## src/rtl/fir_addr_seq.sv

```systemverilog
// fir_addr_seq: control FSM and RAM address generator for the FIR engine.
// Sequences zero fill, circular sample write, tap sweep and the result handshake.
//
//   state   | meaning
//   --------+-----------------------------------------------------------
//   IDLE    | waiting for ap_start after reset
//   INIT    | zero-fill data RAM words 0..N-1
//   WAIT_IN | ready for one stream sample, accumulator held clear
//   WRITE   | write accepted sample at wr_ptr
//   MAC     | sweep tap k and data (wr_ptr-k) mod N, k = 0..N-1
//   DRAIN   | wait out RAM read latency before the result is complete
//   OUT     | result_valid held until result_ready
//   DONE    | all L outputs produced; waiting for ap_start
module fir_addr_seq #(
    parameter int pADDR_WIDTH = 12,
    parameter int pMAX_TAPS   = 32,
    parameter int pTAP_W      = 6,
    parameter int pCNT_WIDTH  = 10,
    parameter int pRD_LAT     = 1,
    parameter int pSTRIDE     = 4
) (
    input  logic                   i_axis_clk,
    input  logic                   i_axis_rst_n,
    input  logic                   i_ap_start,
    input  logic [pTAP_W-1:0]      i_tap_num,
    input  logic [pCNT_WIDTH-1:0]  i_data_len,
    input  logic                   i_ss_tvalid,
    output logic                   o_ss_tready,
    output logic                   o_data_we,
    output logic                   o_data_zero,
    output logic [pADDR_WIDTH-1:0] o_data_waddr,
    output logic [pADDR_WIDTH-1:0] o_tap_raddr,
    output logic [pADDR_WIDTH-1:0] o_data_raddr,
    output logic                   o_mac_clr,
    output logic                   o_mac_en,
    output logic                   o_mac_last,
    output logic                   o_result_valid,
    input  logic                   i_result_ready,
    output logic [pCNT_WIDTH-1:0]  o_sample_cnt,
    output logic                   o_busy,
    output logic                   o_done
);

    typedef enum logic [2:0] {
        S_IDLE, S_INIT, S_WAIT_IN, S_WRITE, S_MAC, S_DRAIN, S_OUT, S_DONE
    } state_t;

    localparam logic [pTAP_W-1:0]     lpTAP_ONE = 1;
    localparam logic [pCNT_WIDTH-1:0] lpCNT_ONE = 1;

    state_t                  r_state, w_state_nx;
    logic [pTAP_W-1:0]       r_cnt, w_cnt_nx;
    logic [pTAP_W-1:0]       r_wr_ptr, w_wr_ptr_nx;
    logic [pTAP_W-1:0]       r_n, w_n_nx, w_n_clamp;
    logic [pCNT_WIDTH-1:0]   r_len, w_len_nx;
    logic [pCNT_WIDTH-1:0]   r_sample_cnt, w_sample_cnt_nx;

    logic                    r_ss_tready, r_data_we, r_data_zero, r_mac_clr;
    logic                    r_result_valid, r_busy, r_done;
    logic [pADDR_WIDTH-1:0]  r_data_waddr, r_tap_raddr, r_data_raddr;
    logic [pRD_LAT:0]        r_en_pipe, r_last_pipe;

    logic                    w_tready_nx, w_we_nx, w_zero_nx, w_clr_nx;
    logic                    w_valid_nx, w_busy_nx, w_done_nx;
    logic                    w_stb_nx, w_stb_last_nx;
    logic [pADDR_WIDTH-1:0]  w_waddr_nx, w_traddr_nx, w_draddr_nx;
    logic [pTAP_W-1:0]       w_circ_nx;

    function automatic logic [pADDR_WIDTH-1:0] word_addr(input logic [pTAP_W-1:0] idx);
        return pADDR_WIDTH'(idx) * pADDR_WIDTH'(pSTRIDE);
    endfunction

    always_comb begin
        if (i_tap_num == '0)
            w_n_clamp = lpTAP_ONE;
        else if (int'(i_tap_num) > pMAX_TAPS)
            w_n_clamp = pTAP_W'(pMAX_TAPS);
        else
            w_n_clamp = i_tap_num;
    end

    always_ff @(posedge i_axis_clk or negedge i_axis_rst_n) begin
        if (!i_axis_rst_n) begin
            r_state      <= S_IDLE;
            r_cnt        <= '0;
            r_wr_ptr     <= '0;
            r_n          <= lpTAP_ONE;
            r_len        <= '0;
            r_sample_cnt <= '0;
        end else begin
            r_state      <= w_state_nx;
            r_cnt        <= w_cnt_nx;
            r_wr_ptr     <= w_wr_ptr_nx;
            r_n          <= w_n_nx;
            r_len        <= w_len_nx;
            r_sample_cnt <= w_sample_cnt_nx;
        end
    end

    always_comb begin
        w_state_nx      = r_state;
        w_cnt_nx        = r_cnt;
        w_wr_ptr_nx     = r_wr_ptr;
        w_n_nx          = r_n;
        w_len_nx        = r_len;
        w_sample_cnt_nx = r_sample_cnt;
        case (r_state)
            S_IDLE, S_DONE: begin
                if (i_ap_start) begin
                    w_state_nx      = S_INIT;
                    w_cnt_nx        = '0;
                    w_wr_ptr_nx     = '0;
                    w_n_nx          = w_n_clamp;
                    w_len_nx        = i_data_len;
                    w_sample_cnt_nx = '0;
                end
            end
            S_INIT: begin
                if (r_cnt == r_n - lpTAP_ONE) begin
                    w_cnt_nx   = '0;
                    w_state_nx = (r_len == '0) ? S_DONE : S_WAIT_IN;
                end else begin
                    w_cnt_nx = r_cnt + lpTAP_ONE;
                end
            end
            S_WAIT_IN: begin
                if (i_ss_tvalid)
                    w_state_nx = S_WRITE;
            end
            S_WRITE: begin
                w_state_nx = S_MAC;
                w_cnt_nx   = '0;
            end
            S_MAC: begin
                if (r_cnt == r_n - lpTAP_ONE) begin
                    w_cnt_nx    = '0;
                    w_wr_ptr_nx = (r_wr_ptr == r_n - lpTAP_ONE) ? '0 : r_wr_ptr + lpTAP_ONE;
                    w_state_nx  = (pRD_LAT == 0) ? S_OUT : S_DRAIN;
                end else begin
                    w_cnt_nx = r_cnt + lpTAP_ONE;
                end
            end
            S_DRAIN: begin
                if (int'(r_cnt) >= pRD_LAT - 1) begin
                    w_cnt_nx   = '0;
                    w_state_nx = S_OUT;
                end else begin
                    w_cnt_nx = r_cnt + lpTAP_ONE;
                end
            end
            S_OUT: begin
                if (i_result_ready) begin
                    w_sample_cnt_nx = r_sample_cnt + lpCNT_ONE;
                    w_state_nx = (r_sample_cnt + lpCNT_ONE == r_len) ? S_DONE : S_WAIT_IN;
                end
            end
            default: w_state_nx = S_IDLE;
        endcase
    end

    // Outputs are decoded from the next state so every port comes straight from a flop.
    always_comb begin
        w_tready_nx   = (w_state_nx == S_WAIT_IN);
        w_clr_nx      = (w_state_nx == S_WAIT_IN);
        w_we_nx       = (w_state_nx == S_INIT) || (w_state_nx == S_WRITE);
        w_zero_nx     = (w_state_nx == S_INIT);
        w_valid_nx    = (w_state_nx == S_OUT);
        w_done_nx     = (w_state_nx == S_DONE);
        w_busy_nx     = (w_state_nx != S_IDLE) && (w_state_nx != S_DONE);
        w_stb_nx      = (w_state_nx == S_MAC);
        w_stb_last_nx = w_stb_nx && (w_cnt_nx == w_n_nx - lpTAP_ONE);
        w_circ_nx     = (w_cnt_nx <= w_wr_ptr_nx) ? w_wr_ptr_nx - w_cnt_nx
                                                  : w_n_nx - w_cnt_nx + w_wr_ptr_nx;
        w_waddr_nx    = '0;
        if (w_state_nx == S_INIT)
            w_waddr_nx = word_addr(w_cnt_nx);
        else if (w_state_nx == S_WRITE)
            w_waddr_nx = word_addr(w_wr_ptr_nx);
        w_traddr_nx   = w_stb_nx ? word_addr(w_cnt_nx) : '0;
        w_draddr_nx   = w_stb_nx ? word_addr(w_circ_nx) : '0;
    end

    always_ff @(posedge i_axis_clk or negedge i_axis_rst_n) begin
        if (!i_axis_rst_n) begin
            r_ss_tready    <= 1'b0;
            r_mac_clr      <= 1'b0;
            r_data_we      <= 1'b0;
            r_data_zero    <= 1'b0;
            r_result_valid <= 1'b0;
            r_done         <= 1'b0;
            r_busy         <= 1'b0;
            r_data_waddr   <= '0;
            r_tap_raddr    <= '0;
            r_data_raddr   <= '0;
            r_en_pipe      <= '0;
            r_last_pipe    <= '0;
        end else begin
            r_ss_tready    <= w_tready_nx;
            r_mac_clr      <= w_clr_nx;
            r_data_we      <= w_we_nx;
            r_data_zero    <= w_zero_nx;
            r_result_valid <= w_valid_nx;
            r_done         <= w_done_nx;
            r_busy         <= w_busy_nx;
            r_data_waddr   <= w_waddr_nx;
            r_tap_raddr    <= w_traddr_nx;
            r_data_raddr   <= w_draddr_nx;
            r_en_pipe[0]   <= w_stb_nx;
            r_last_pipe[0] <= w_stb_last_nx;
            for (int i = 1; i <= pRD_LAT; i++) begin
                r_en_pipe[i]   <= r_en_pipe[i-1];
                r_last_pipe[i] <= r_last_pipe[i-1];
            end
        end
    end

    assign o_ss_tready    = r_ss_tready;
    assign o_mac_clr      = r_mac_clr;
    assign o_data_we      = r_data_we;
    assign o_data_zero    = r_data_zero;
    assign o_data_waddr   = r_data_waddr;
    assign o_tap_raddr    = r_tap_raddr;
    assign o_data_raddr   = r_data_raddr;
    assign o_mac_en       = r_en_pipe[pRD_LAT];
    assign o_mac_last     = r_last_pipe[pRD_LAT];
    assign o_result_valid = r_result_valid;
    assign o_sample_cnt   = r_sample_cnt;
    assign o_busy         = r_busy;
    assign o_done         = r_done;

endmodule

```

## config.mk

```make
export PLATFORM = sky130hd
export DESIGN_NAME = fir_addr_seq
export DESIGN_NICKNAME = d
export VERILOG_FILES = /design/src/rtl/fir_addr_seq.sv
export SDC_FILE = /design/constraint.sdc
export NUM_CORES = 1
export LEC_CHECK = 0
export BUFFER_PORTS_ARGS = -buffer_cell sky130_fd_sc_hd__buf_2
export CAP_MARGIN = 20
export CORE_MARGIN = 1.5
export CORE_UTILIZATION = 50
export DETAILED_ROUTE_END_ITERATION = 7
export PLACE_DENSITY = 0.77
export SETUP_SLACK_MARGIN = 0.15
export SLEW_MARGIN = 5
export SYNTH_ARGS = -nofsm -noshare
export SYNTH_HDL_FRONTEND = slang
export SYNTH_SLANG_ARGS = --single-unit
```

## constraint.sdc

```tcl
create_clock -name i_axis_clk -period 4.1 [get_ports i_axis_clk]
set_input_delay 0.615 -clock i_axis_clk [delete_from_list [all_inputs] [get_ports i_axis_clk]]
set_output_delay 0.615 -clock i_axis_clk [all_outputs]
set_load 0.05 [all_outputs]
```

==> results.ini, run 1 <==
[clock_tree]
cts.path.max_buffers = 2
cts_buffers = 9
cts_sinks = 69
clkTransAtPathRegs_ns = 0.08
root_buffer = clkbuf_8
htree_levels = 3
clkLatencyLatePin_ns = 0.35
cts_tree = done

[setup_path]
crit_path_cell_trace = inv_2 -> ha_4 -> or3b_4 -> xnor2_2 -> nand4_4 -> nor2_4 -> buf_4 -> nand4_1 -> xor2_1 -> o21ai_0 -> fa_1 -> ha_1 -> a21oi_2 -> xnor2_1 -> mux2i_1 -> xnor2_1 -> nor2_1
path_buf_inv = 2
worstSetupPathType = flop to flop
critPathLaunchType = flop
slowest_stage = fa_1
cpPeakStageDelay_ns = 0.52
required_ns = 4.34
crit_top_cell = xnor2_1
cp_top_family = adder cells
cp_max_fo = 6
worst_ep_arrival_time_ns = 4.19
cp-end-kind = flop

[drt]
vias = 3510
drcViolationCount = 0
finalWirelength_mm = 10.3
drtPass1Iterations = 4
wire_per_inst_um = 15.9
viasPerCell = 5.44
antenna_violating_nets_post_route = 0
drtIter0Drc = 170

[timing]
period_needed_ns = 3.95
fmax_ghz = 0.253
drv_slew = 0
finalClockSkew_ns = 0.0104
holdWs_ns = 0.345
worstMarginPinSlew_ns = 0.945
setup_viol = 0
max-slew-margin-rel_pct = 37.0
rsz0062_at_grt = true
hold_viol = 0
layout_setup_ws_ns = 0.153
fin_crit_sh_pct = 96.3
tns_ns = 0

[synth]
yosys_warnings = 0
synth_ff_type = dfrtp_1
ys_types = 68
netlist_instances = 450
synth_area_sq_um = 4410
synth_async_sr_flop_share_pct = 100
yosysSeqAreaShare_pct = 39.2
avgSynthCellArea_sq_um = 9.80
ys_ff_latch = 69
synth-edff-count = 0

[placement]
dp_cells = 610
portBuffers = 57
hpwl_mm = 7.39
placed_area_sq_um = 4790
gp_congestion = 0.860
place_ws_ns = -0.0502

[layout]
fin_area_sq_um = 5300
fillers = 731
finalNonFillerCells = 645
utilization_pct = 61.4
drive_gt1_share_pct = 30.7
syn_to_final_growth_pct = 20.2
n_antenna_cell = 0
nets = 576

[run_status]
outcome = finished, final reports clean

[power]
power.density_nw_per_um2 = 883
ir_drop_uv = 679
p_leak_nw = 2.60
finalPower_mw = 4.68

[grt]
antenna_found_initial = 0
grt_pass1_vias = 3372
grt_max_degree = 46
grtUsageTotal_pct = 21.6
grt_pass1_wl_mm = 16.3
gr-total-overflow = 0

[run]
maxCapViolations = 0

[floorplan]
initial_core_util_pct = 51.1
core_area_sq_um = 8640
num_rows = 34
die_y_um = 96.9
die_x_um = 96.9
ios = 76
die_area_sq_um = 9390

[worst_hold_path]
worstHoldPathType = flop to flop

sequential cells by signal, indices dropped and copies added, names as in the netlist, 2 cells and up:
signal,count
o_sample_cnt,10
r_en_pipe,2
r_cnt,6
r_last_pipe,2
o_tap_raddr,6
r_len,10
o_data_raddr,6
r_state,3
r_n,6
r_wr_ptr,6
o_data_waddr,6
routing by layer:
metal | routed length, um | global-route usage [%] | up-vias
met2 | 5050 | 35.1 | 111
li1 | - | - | 1686
met5 | 0 | 0 | -
met1 | 4540 | 28.1 | 1695
met3 | 479 | 4.77 | 18
met4 | 187 | 8.70 | 0
where the power goes:
part / total, mW / leakage, nW / switching [mW] / internal [mW]
registers: 1.09 / 0.909 / 0.229 / 0.858
clock network: 0.682 / 0.120 / 0.276 / 0.407
logic: 2.91 / 1.57 / 1.61 / 1.31
total: 4.68 / 2.60 / 2.11 / 2.57
worst paths after layout:
kind	start	end	slack, ns	cells after the start
max	r_n[1]	o_data_raddr[7]	0.15	17
min	r_en_pipe[0]	r_en_pipe[1]	0.35	0
max reg2reg	r_n[1]	o_data_raddr[7]	0.15	17
min reg2reg	r_en_pipe[0]	r_en_pipe[1]	0.35	0
max in group asynchronous	i_axis_rst_n	r_n[0]	2.74	2
min in group asynchronous	i_axis_rst_n	o_data_raddr[3]	0.41	1
placed cells by master, fill, tap and decap left out, types with 18 or more instances in the layout:
| master | Yosys | final |
|---|---|---|
| o21ai_0 | 26 | 23 |
| inv_1 | 34 | 32 |
| nand2_1 | 26 | 26 |
| nor2_1 | 36 | 36 |
| dfrtp_1 | 68 | 67 |
| conb_1 | 1 | 18 |
| buf_4 | 19 | 30 |
| xnor2_1 | 30 | 28 |
| buf_2 | 1 | 57 |
| xor2_1 | 19 | 18 |
cells by family after synthesis:
kind of cell / after synthesis / synth area share [%]
buf+inv: 67 / 8.09
fa+ha+maj: 23 / 7.55
flops: 69 / 39.2
simple gates: 134 / 16.5
other cells: 1 / 0.0850
mux: 18 / 4.40
xor+xnor: 50 / 10.2
compound gates: 88 / 13.9
layout make-up:
cell class	instances	area [sq um]	share of cell area [%]
clock buffer	9	124	2.34
clock inverter	7	124	2.34
inverter	34	128	2.41
multi-input combinational	331	2550	48.1
sequential	69	1730	32.6
tap	108	135	2.55
timing repair buffer	87	510	9.63
cells in the mapped netlist, types with 7 or more instances:
cell type	n	share of area, %
mux2_2	11	2.8
xor2_1	19	3.8
nand2_1	26	2.2
buf_4	19	3.2
nand3_1	16	1.8
ha_1	17	4.8
mux2i_1	7	1.6
dfrtp_1	68	39
nor3_1	7	0.79
inv_1	34	2.9
o21ai_0	26	3.0
a21oi_1	15	1.7
a21o_1	8	1.4
xnor2_1	30	6.0
nor2_1	36	3.1
clkbuf_1	7	0.60
timing repair:
action,in CTS,in global routing
setup endpoints to repair,6,6
pin swaps,9,15
hold buffers,0,0
buffers inserted,8,11
resized for setup,8,19
(Power assumes the default switching activity.)
==> run 2: changes to the inputs <==
--- a/config.mk
+++ b/config.mk
@@ -11,6 +11,7 @@
 export CORE_UTILIZATION = 50
 export DETAILED_ROUTE_END_ITERATION = 7
 export PLACE_DENSITY = 0.77
+export RECOVER_POWER = 25
 export SETUP_SLACK_MARGIN = 0.15
 export SLEW_MARGIN = 5
 export SYNTH_ARGS = -nofsm -noshare
==> run 2 against run 1 <==
  * The flow now finishes with violations (max-capacitance violations, max-slew violations)
  * Core utilization about the same
  * Count of clock-buffer cells in the layout did not move
  * Combinational power hardly changed
  * Sequential share of layout area hardly changed
  * Cell count unchanged
  * Clock skew about the same
  * Fmax grew 0.21%
  * Via count down 0.28%
  * Die area unchanged
  * First-iteration DRC count did not move
  * Clock power hardly changed
  * Power decreased by 0.14%
  * Largest power group unchanged
==> results.ini, run 2 (synthesized netlist as in run 1, its figures left out) <==
[drt]
vias = 3500  ; was 3510
drtIter0Drc = 170  ; unchanged
viasPerCell = 5.43  ; was 5.44
antenna_violating_nets_post_route = 0  ; unchanged
drtPass1Iterations = 4  ; unchanged
finalWirelength_mm = 10.2  ; was 10.3 mm
drcViolationCount = 0  ; unchanged
wire_per_inst_um = 15.8  ; was 15.9 um

[power]
switchingPower_mw = 2.10  ; was 2.11 mW
ir_drop_uv = 677  ; was 679 uV
p_clk_share_pct = 14.6  ; about the same
p_comb_share_pct = 62.2  ; about the same
p_leak_nw = 2.59  ; was 2.60 nW
power.density_nw_per_um2 = 882  ; was 883 nW/um^2
p_sw_share_pct = 45.0  ; was 45.1%
pwr-share-seq_pct = 23.3  ; was 23.2%
p_int_mw = 2.57  ; about the same

[grt]
gr-total-overflow = 0  ; unchanged
grtUsageTotal_pct = 21.6  ; unchanged
grt_max_degree = 46  ; unchanged
grt_pass1_wl_mm = 16.3  ; unchanged
grt_pass1_vias = 3372  ; unchanged
antenna_found_initial = 0  ; unchanged

[timing]
drv_slew = 46  ; was 0
fmax_ghz = 0.254  ; was 0.253 GHz
finalClockSkew_ns = 0.0103  ; was 0.0104 ns
worstMarginPinSlew_ns = 2.27  ; was 0.945 ns
max-slew-margin-rel_pct = -51.6  ; was 37.0%
fin_crit_sh_pct = 96.1  ; was 96.3%
hold_viol = 0  ; unchanged
tns_ns = 0  ; unchanged
rsz0062_at_grt = true  ; unchanged
period_needed_ns = 3.94  ; was 3.95 ns
setup_viol = 0  ; unchanged

[clock_tree]
root_buffer = clkbuf_8  ; unchanged
clkTransAtPathRegs_ns = 0.08  ; about the same
cts_buffers = 9  ; unchanged
cts_hold_buf = 0  ; unchanged
htree_levels = 3  ; unchanged
clkLatencyLatePin_ns = 0.35  ; about the same
cts_tree = done  ; unchanged
cts.path.max_buffers = 2  ; unchanged
cts_sinks = 69  ; unchanged

[floorplan]
num_rows = 34  ; unchanged
die_area_sq_um = 9390  ; unchanged
die_y_um = 96.9  ; unchanged
initial_core_util_pct = 51.1  ; unchanged
die_x_um = 96.9  ; unchanged
ios = 76  ; unchanged
core_area_sq_um = 8640  ; unchanged

[setup_path]
critPathLaunchType = flop  ; unchanged
worstSetupPathType = flop to flop  ; unchanged
r2r_end = o_data_raddr[7]  ; unchanged
regToRegSetupSlack_ns = 0.16  ; was 0.15 ns
worstReg2RegStart = r_n[1]  ; unchanged
cp-end-kind = flop  ; unchanged
r2r_cells = 17  ; unchanged
required_ns = 4.34  ; about the same
worst_ep_arrival_time_ns = 4.18  ; was 4.19 ns
cp_max_fo = 6  ; unchanged

[placement]
portBuffers = 57  ; unchanged
gp_congestion = 0.860  ; unchanged
dp_cells = 610  ; unchanged
hpwl_mm = 7.39  ; unchanged

[layout]
nets = 576  ; unchanged
layout_common_cells = dfrtp_1 (67), buf_2 (56), nor2_1 (36)  ; was dfrtp_1 (67), buf_2 (57), nor2_1 (36)
finalNonFillerCells = 645  ; unchanged
drive_gt1_share_pct = 30.5  ; was 30.7%
n_antenna_cell = 0  ; unchanged
final_common_cell = dfrtp_1  ; unchanged
syn_to_final_growth_pct = 20.1  ; was 20.2%

[run_status]
outcome = finished with violations  ; was finished, final reports clean
violations = max-capacitance violations, max-slew violations

[worst_hold_path]
hold_path_startpoint = r_en_pipe[0]  ; unchanged
worstHoldPathType = flop to flop  ; unchanged
worstHoldPathCells = 0  ; unchanged
min_to = r_en_pipe[1]  ; unchanged

[run]
maxCapViolations = 1  ; was 0

-- run 2: cell types whose count changed in the layout (fill, tap and decap cells not counted), sizes merged --
cell / delta
clkbuf: +1
buf: -1
-- run 2: layout make-up --
type	count	area (sq um)
clock buffers	9	124
clock inverters	7	124
fillers	730	3340
inverters	34	128
multi-input cells	331	2550
flip-flops and latches	69	1730
well taps	108	135
repair buffers	87	509
-- run 2: per-layer routing --
metal	vias up	GRT usage (%)	part of all wire [%]
met2	106	35.1	49
met5	-	0	0
met3	21	4.77	4.9
li1	1688	-	-
met1	1685	28.1	44
met4	0	8.70	2.1
-- run 2: metrics by stage --
step	hold slack (ns)	instance area [sq um]	util [%]	power, mW	setup slack (ns)
CTS	0.347	5140	59.5	4.44	0.152
global placement	0.337	4790	55.5	3.52	0.118
global route	0.365	5300	61.4	5.03	-0.0432
finish	0.345	5300	61.4	4.67	0.162
floorplan	0.319	4520	-	3.13	0.158
detailed placement	0.337	4790	55.5	3.61	-0.0502
-- run 2: critical path: stages (launching register included) --
cell,delay (ns)
dfrtp_1,0.40
inv_2,0.07
ha_4,0.16
or3b_4,0.41
xnor2_2,0.18
nand4_4,0.13
nor2_4,0.18
buf_4,0.16
nand4_1,0.11
xor2_1,0.15
o21ai_0,0.43
fa_1,0.52
ha_1,0.34
a21oi_2,0.16
xnor2_1,0.13
mux2i_1,0.10
xnor2_1,0.15
nor2_1,0.05
-- run 2: worst max-delay path by stage --
stage	startpoint	endpoint	cells after the start	slack [ns]
5_1_grt	r_n[1]	o_data_raddr[7]	19	-0.04
3_5_place_dp	r_n[0]	o_data_raddr[7]	17	-0.05
3_3_place_gp	r_n[1]	o_data_raddr[7]	18	0.12
2_1_floorplan	r_n[0]	o_data_raddr[7]	19	0.16
6_report	r_n[1]	o_data_raddr[7]	17	0.16
4_1_cts	r_n[0]	o_data_raddr[7]	19	0.15
-- run 2: repair_timing --
item | in CTS | in global routing
gates resized for setup | 8 | 19
pin swaps | 9 | 15
cloned | 0 | 0
setup buffers | 8 | 11
endpoints found under the setup margin | 6 | 6
hold endpoints to repair | 0 | 0
-- run 2: power by group through the flow --
stage | combinational [mW] | sequential (mW) | clock, mW
after global routing | 3.19 | 1.11 | 0.727
final | 2.91 | 1.09 | 0.681
after detailed placement | 2.53 | 1.09 | 0
after CTS | 2.66 | 1.08 | 0.698
after global placement | 2.45 | 1.08 | 0
after floorplan | 1.94 | 1.19 | 0
